**config.mk**
```make
export PLATFORM = sky130hd
export DESIGN_NAME = pwm_ramp_ctrl
export DESIGN_NICKNAME = d
export VERILOG_FILES = /design/src/rtl/pwm_ramp_ctrl.sv
export SDC_FILE = /design/constraint.sdc
export NUM_CORES = 1
export LEC_CHECK = 0
export CAP_MARGIN = 15
export CORE_MARGIN = 3
export CORE_UTILIZATION = 53
export CTS_CLUSTER_SIZE = 30
export DETAILED_ROUTE_END_ITERATION = 10
export MAX_ROUTING_LAYER = met4
export PLACE_DENSITY = 0.78
export SYNTH_ARGS = -nofsm -noshare
export SYNTH_HDL_FRONTEND = slang
export SYNTH_SLANG_ARGS = --single-unit
export TNS_END_PERCENT = 10
```
**constraint.sdc**
```tcl
create_clock -name CLK -period 6.4 [get_ports CLK]
set_clock_uncertainty 0.15 [all_clocks]
set_input_delay 0.96 -clock CLK [delete_from_list [all_inputs] [get_ports CLK]]
set_output_delay 0.96 -clock CLK [all_outputs]
set_load 0.05 [all_outputs]
```
**src/rtl/pwm_ramp_ctrl.sv**
```systemverilog
// -----------------------------------------------------------------------------
// pwm_ramp_ctrl
//
// Duty-cycle sequencer for the range-finder PWM generator. A target duty is
// accepted over a valid/ready handshake, and DUTY_CYCLE is walked toward it in
// steps no larger than STEP_SIZE. Duty only changes on the edge where the
// period counter wraps CYCLE_SIZE -> 0, so the PWM block never sees a
// mid-period glitch. The period counter here runs in lockstep with the PWM
// block's own counter.
//
// Parameters:
//   CYCLE_SIZE   terminal count of the period counter (period = CYCLE_SIZE+1)
//
// Ports:
//   CLK          system clock
//   RST_N        synchronous active-low reset
//   TGT_DUTY     requested duty (0..255)
//   TGT_VALID    target request, held by the requester until TGT_READY
//   TGT_READY    controller can accept a target (IDLE, no ABORT/KILL)
//   STEP_SIZE    max duty change per step, 0 means 1, sampled at accept
//   PERIOD_DIV   PWM periods per step, 0 means 1, sampled at accept
//   ABORT        stop an active ramp and freeze duty; blocks accept in IDLE
//   KILL         (PWM_RAMP_KILL_EN only) force duty to 0 on the next edge
//   DUTY_CYCLE   duty driven to the PWM block
//   PERIOD_START high while the period counter is 0
//   BUSY         ramp in progress (RAMP or FINISH)
//   DONE         one-cycle pulse when DUTY_CYCLE has reached the target
//
// Build option:
//   PWM_RAMP_KILL_EN  adds the KILL input. KILL has priority over ABORT and
//                     accept, forces IDLE and zero duty without waiting for a
//                     period boundary, and never produces DONE.
// -----------------------------------------------------------------------------
module pwm_ramp_ctrl #(
    parameter int CYCLE_SIZE = 256
) (
    input  logic       CLK,
    input  logic       RST_N,
    input  logic [7:0] TGT_DUTY,
    input  logic       TGT_VALID,
    output logic       TGT_READY,
    input  logic [7:0] STEP_SIZE,
    input  logic [7:0] PERIOD_DIV,
    input  logic       ABORT,
`ifdef PWM_RAMP_KILL_EN
    input  logic       KILL,
`endif
    output logic [7:0] DUTY_CYCLE,
    output logic       PERIOD_START,
    output logic       BUSY,
    output logic       DONE
);

    localparam int              PC_W    = $clog2(CYCLE_SIZE + 1);
    localparam logic [PC_W-1:0] PC_LAST = PC_W'(CYCLE_SIZE);

    typedef enum logic [1:0] {
        IDLE   = 2'd0,
        RAMP   = 2'd1,
        FINISH = 2'd2
    } state_t;

    state_t          state, state_next;
    logic [PC_W-1:0] pc;
    logic [7:0]      duty, duty_next;
    logic [7:0]      tgt, tgt_next;
    logic [7:0]      step, step_next;
    logic [7:0]      div, div_next;
    logic [7:0]      div_cnt, div_cnt_next;

    logic            kill;
    logic            boundary;
    logic            accept;
    logic            going_up;
    logic [8:0]      gap;
    logic [7:0]      move;
    logic [7:0]      stepped;
    logic [7:0]      div_cnt_inc;
    logic            step_due;

`ifdef PWM_RAMP_KILL_EN
    assign kill = KILL;
`else
    assign kill = 1'b0;
`endif

    // The clock edge that ends the cycle with pc == CYCLE_SIZE is the only
    // edge on which the duty register may move.
    assign boundary = (pc == PC_LAST);

    // Ready is gated by RST_N so it reads 0 throughout reset, even after the
    // state register has already settled to IDLE.
    assign TGT_READY = RST_N && (state == IDLE) && !ABORT && !kill;
    assign accept    = TGT_VALID && TGT_READY;

    // Step arithmetic. The gap is formed at 9 bits so the magnitude compare
    // against the step is exact; because the move is clamped to the gap, the
    // 8-bit add/subtract below can neither pass the target nor wrap.
    always_comb begin
        going_up = (tgt > duty);
        if (going_up) begin
            gap = {1'b0, tgt} - {1'b0, duty};
        end else begin
            gap = {1'b0, duty} - {1'b0, tgt};
        end
        if ({1'b0, step} < gap) begin
            move = step;
        end else begin
            move = gap[7:0];
        end
        if (going_up) begin
            stepped = duty + move;
        end else begin
            stepped = duty - move;
        end
    end

    // div_cnt never exceeds div-1 (<= 254), so the increment cannot overflow.
    assign div_cnt_inc = div_cnt + 8'd1;
    assign step_due    = (div_cnt_inc == div);

    // Next-state and datapath logic.
    // NOTE: every signal assigned in this block gets a default first, so no
    // path leaves a value unassigned and no latch is inferred.
    always_comb begin
        state_next   = state;
        duty_next    = duty;
        tgt_next     = tgt;
        step_next    = step;
        div_next     = div;
        div_cnt_next = div_cnt;

        unique case (state)
            IDLE: begin
                if (accept) begin
                    tgt_next     = TGT_DUTY;
                    step_next    = (STEP_SIZE == 8'd0) ? 8'd1 : STEP_SIZE;
                    div_next     = (PERIOD_DIV == 8'd0) ? 8'd1 : PERIOD_DIV;
                    div_cnt_next = 8'd0;
                    state_next   = (TGT_DUTY == duty) ? FINISH : RAMP;
                end
            end

            RAMP: begin
                // ABORT wins over a coincident step: duty stays where it is.
                if (ABORT) begin
                    state_next = IDLE;
                end else if (boundary) begin
                    if (step_due) begin
                        div_cnt_next = 8'd0;
                        duty_next    = stepped;
                        if (stepped == tgt) begin
                            state_next = FINISH;
                        end
                    end else begin
                        div_cnt_next = div_cnt_inc;
                    end
                end
            end

            FINISH: begin
                state_next = IDLE;
            end

            default: begin
                state_next = IDLE;
            end
        endcase

        // Emergency shutdown overrides everything and is not boundary-aligned.
        if (kill) begin
            state_next = IDLE;
            duty_next  = 8'd0;
        end
    end

    // State and datapath registers.
    // NOTE: sequential state is written with non-blocking assignments so all
    // registers update together from values sampled before the edge.
    always_ff @(posedge CLK) begin
        if (!RST_N) begin
            // NOTE: every register here is control or datapath state that
            // must be defined after reset; there is no storage array that
            // could be left unreset.
            state   <= IDLE;
            pc      <= '0;
            duty    <= 8'd0;
            tgt     <= 8'd0;
            step    <= 8'd1;
            div     <= 8'd1;
            div_cnt <= 8'd0;
        end else begin
            state   <= state_next;
            pc      <= boundary ? '0 : pc + PC_W'(1);
            duty    <= duty_next;
            tgt     <= tgt_next;
            step    <= step_next;
            div     <= div_next;
            div_cnt <= div_cnt_next;
        end
    end

    assign DUTY_CYCLE   = duty;
    assign PERIOD_START = (pc == '0);
    assign BUSY         = (state == RAMP) || (state == FINISH);
    assign DONE         = (state == FINISH);

endmodule

```
== Yosys cells after proc, flatten, opt, wreduce, memory -nomap -nowiden ==
Index checks and enable logic that the tools add are counted.

* Output and inout bits: 12
* Input port bits: 28
* Register bits: 51

* Add/sub/neg operators: 6
* Reductions and logical operators: 15
* Muxes and demuxes: 17
* Order comparisons: 2
* Eq/ne operators: 12
* Bitwise operators: 2

{| class="wikitable"
|+ Operators by type and width
! operator !! number
|-
| 8-bit two-way mux || 8
|-
| 8-bit equality test || 3
|-
| 8-bit by 8-bit subtractor with 9-bit output || 2
|-
| 8-bit logical NOT || 2
|-
| 8-bit case mux with 2 select lines || 1
|-
| 2-bit two-way mux || 6
|-
| 4-bit AND reduction || 3
|-
| 9-bit by 1-bit adder with 9-bit output (second input constant) || 1
|-
| 9-bit equality test (second input constant) || 1
|-
| 9-bit logical NOT || 1
|-
| 8-bit by 9-bit less-than comparator with 1-bit output || 1
|-
| 9-bit two-way mux || 1
|-
| 3-bit != test (second input constant) || 3
|-
| 8-bit by 1-bit adder with 8-bit output (second input constant) || 1
|-
| 8-bit adder || 1
|-
| 8-bit > comparator || 1
|-
| 8-bit subtractor || 1
|-
| 2-bit != test (second input constant) || 3
|-
| 2-bit case mux with 2 select lines || 1
|-
| 1-bit logical AND || 3
|-
| 2-bit by 1-bit equality test with 1-bit output (second input constant) || 1
|-
| 2-bit equality test (second input constant) || 1
|-
| 2-bit logical NOT || 1
|-
| 1-bit NOT || 2
|-
| other kinds (5) || 5
|}

== Longest topological paths before layout ==
* Word-level depth: 12
* Mapped depth: 33
* Mapped depth without buffers: 30

== Worst setup path before layout ==
OpenSTA, ideal clock, no wires.

* Path type: register to register
* From: register duty[5], in the netlist DUTY_CYCLE[5]
* To: register state[0]
* Stages on the path, launching flop included: 32
* Arrival time: 7.005 ns
* Setup slack: -0.826 ns
* Period minus slack after synthesis: 7.226 ns
* Setup time: 0.072 ns
* Path buffers: 3
* Path through: dfxtp_1 > inv_1 > ha_1 > buf_2 > and3_1 > a221oi_4 > a21o_1 > buf_6 > mux2_2 > a221oi_1 > xnor2_1 > inv_1 > ha_1 > a21o_1 > a211oi_1 > a21bo_1 > o311ai_4 > clkbuf_1 > mux2i_1 > inv_1 > ha_1 > nor2b_1 > o21ai_0 > nand2b_1 > a21o_1 > a21oi_1 > o21ai_0 > xnor2_1 > xnor2_1 > xnor3_1 > a2bb2oi_2 > mux2i_1

* Cells in the longest elaborated chain, start to end: 9
* Elaborated cells on any way between the ends: 16

{| class="wikitable"
|+ RTL lines
! item !! RTL line !! RTL
|-
| start: declaration || 65 || <nowiki>logic [7:0] duty, duty_next;</nowiki>
|-
| start signal: assignment || 195 || <nowiki>duty <= duty_next;</nowiki>
|-
| 8-bit by 8-bit subtractor with 9-bit output (tied with other cells) || 104 || <nowiki>gap = {1'b0, duty} - {1'b0, tgt};</nowiki>
|-
| 9-bit two-way mux || 101 || <nowiki>if (going_up) begin</nowiki>
|-
| 8-bit by 9-bit less-than comparator with 1-bit output || 106 || <nowiki>if ({1'b0, step} < gap) begin</nowiki>
|-
| 8-bit two-way mux || 106 ||
|-
| 8-bit subtractor or 8-bit adder (tied branches) || 114, 112 ||
|-
| 8-bit two-way mux || 111 || <nowiki>if (going_up) begin</nowiki>
|-
| 8-bit equality test || 152 || <nowiki>if (stepped == tgt) begin</nowiki>
|-
| 3-bit != test (no line) || - ||
|-
| 4-bit AND reduction (no line) || - ||
|-
| end signal: assignment || 193 || <nowiki>state <= state_next;</nowiki>
|-
| end: declaration || 63 || <nowiki>state_t state, state_next;</nowiki>
|}

Several ways; a longest one is shown, not always the timed one. The select of a mux whose other input is x is not followed.
A chain may end at the register's enable or synchronous reset.

== Final worst setup path ==
* From: register duty[6], in the netlist DUTY_CYCLE[6]
* To: register state[0]

Same word-level chain as after synthesis.

==> flow_summary.json <==
{
  "cp_max_fo": 14,
  "regArea_um2": 1050,
  "worst_slack_ns": 0.174,
  "multiInputGateArea_um2": 3010,
  "hold_buffers": 0,
  "syn_inst": 507,
  "worst_hold_slack_ns": 0.335,
  "die_y_um": 93.7,
  "powerDensity_nw_per_um2": 320,
  "min_period_ns": 6.23,
  "setup-violations-final": 0,
  "maxSlewViolCount": 0,
  "synth_top_area_share_pct": 25.1,
  "design_area_um2": 5070,
  "overflow": 0,
  "cp_data_required_time_ns": 6.49,
  "slew_headroom_pct": 34.5,
  "vias": 3789,
  "ant_nets": 0,
  "floorplan.initialDensity_pct": 55.3,
  "io_pins": 40,
  "grt_pass1_wl_mm": 16.5,
  "die_area_um2": 8770,
  "post-route-period-util_pct": 97.3,
  "placed_cells": 641,
  "ys_async_sr_fraction_pct": 0,
  "gp_congestion": 0.931,
  "cp.arrival_ns": 6.31,
  "yosysTopAreaCell": "dfxtp_1",
  "dpl_cell_area_um2": 4730,
  "rrSetupSlack_ns": 0.17,
  "preCtsSetupSlack_ns": -0.0602,
  "clockBufferDepth": 2,
  "finalWirelength_mm": 10.4,
  "syn_to_final_growth_pct": 24.4,
  "ir_worst_vdd_mv": 0.257,
  "synth_ff_type": "dfxtp_1",
  "syn_nets": 572,
  "syn-cell-area_um2": 4070,
  "fin_util_pct": 68.8,
  "finalHoldViolations": 0,
  "setup.worst_path.class": "reg2reg",
  "grt.total_usage_pct": 23.9,
  "syn_avg_cell_area_um2": 8.03,
  "status": "finished, final reports clean",
  "n_antenna_cell": 0,
  "stdcell_count": 669,
  "drv_cap": 0,
  "antenna_found_initial": 0,
  "ys_seq_area_share_pct": 25.1,
  "coreArea_um2": 7370,
  "dr.pass1.iters": 5,
  "finalSetupTns_ns": 0,
  "slowest_stage": "dfxtp_4",
  "yosys-top-cells-area": "dfxtp_1, ha_1, nand2_1",
  "cp-start-kind": "flop",
  "ys_ff_latch": 51,
  "dp_hpwl_mm": 7.79,
  "cts_inserted_buffers": 5,
  "max_freq_ghz": 0.161,
  "synth_most_common_cell": "nand2_1",
  "clkTransAtPathRegs_ns": 0.10,
  "io_buffers": 39,
  "endpoint_kind": "flop",
  "rows": 31,
  "hp-class": "reg2reg",
  "synthTopCellsByCount": "nand2_1, dfxtp_1, a21oi_1, ha_1, inv_1",
  "clockRootBuffer": "clkbuf_8",
  "dr.first_iter.drc_count": 142,
  "synth_edf_count": 0,
  "nNetsFinal": 634,
  "clock_latency_ns": 0.31,
  "p_total_mw": 1.62,
  "cts_tree": "yes",
  "max_stage_delay_ns": 0.37,
  "power_leakage_nw": 2.04,
  "fp.dieW_um": 93.7,
  "worstMarginPinSlew_ns": 0.978,
  "viasPerCell": 5.66,
  "fillers": 613,
  "yosys_warnings": 0,
  "wire_per_inst_um": 15.5,
  "grt_pass1_vias": 3546,
  "synthDistinctLibCells": 56,
  "cts_sinks": 51,
  "cts_max_level": 2,
  "grt_max_degree": 46,
  "drive_gt1_share_pct": 14.7,
  "drc": 0
}
[worst max-delay path, delay by kind of cell, from the launching register on]
family	cells	cell delay (ns)
mux	2	0.54
simple gates	1	0.06
buf+inv	3	0.32
flops	1	0.37
xor+xnor	5	1.09
fa+ha+maj	3	0.76
compound gates	13	2.84
[power breakdown]
| part | internal [mW] | switching, mW | total [mW] |
|---|---|---|---|
| Sequential | 0.333 | 0.0190 | 0.352 |
| Combinational | 0.497 | 0.564 | 1.06 |
| Clock | 0.101 | 0.110 | 0.211 |
| Total | 0.931 | 0.693 | 1.62 |
[cells by family after synthesis]
logic type / Yosys count / share of synthesized area, %
xor gates and xnor gates: 54 / 12.0
AOI/OAI and AO/OA: 120 / 20.2
muxes: 15 / 3.75
and+or+nand+nor: 178 / 22.1
buffers and inverters: 52 / 5.04
DFF: 51 / 25.1
adders and majority gates: 37 / 11.9
[state kept, by name, indices dropped and copies added, names as in the netlist]
signal and count:
DUTY_CYCLE 8, tgt 8, div_cnt 8, step 8, div 8, pc 9
state 2
[routing by layer]
layer	routed length [um]	global-route usage (%)
met2	4690	37.7
met1	4880	31.9
met5	0	-
met3	508	4.17
met4	310	5.90
[cell usage in the layout (no fill, tap or decap), drive strengths merged, types with 4 or more instances in the layout]
cell and instances:
buf 34, a21oi 34, inv 34, nand2 67
clkdlybuf4s50 39, o211a 4, xor2 28, and2 6
o21ai 27, ha 34, a21boi 24, xnor2 25
a21o 8, nand4 4, nor4 9, and3 10
nand2b 7, clkbuf 7, nor3b 4, dfxtp 51
nor2b 16, nor3 8, nand3 17, mux2i 13
or3 4, nor2 19
[layout make-up]
type / instances / area share [%]
Clock buffer: 7 / 1.93
Clock inverter: 1 / 0.148
Inverter: 34 / 2.52
Multi-Input combinational cell: 404 / 59.5
Sequential cell: 51 / 20.7
Tap cell: 99 / 2.44
Timing Repair Buffer: 73 / 12.8
[final timing paths]
kind,startpoint,end,depth (start not counted)
worst max register to register,DUTY_CYCLE[6],state[0],27
worst min-delay path,div[7],div[7],2
worst min register to register,div[7],div[7],2
worst max-delay path,DUTY_CYCLE[6],state[0],27
[timing repair]
item                                    4_1_cts  5_1_grt
pin swaps                                     3       17
cloned                                        0        0
gates resized for setup                       2       14
endpoints found under the hold margin         0        0
endpoints found under the setup margin        2        3
setup buffers                                 3       18
No activity file was read; power rests on OpenSTA's default activity.
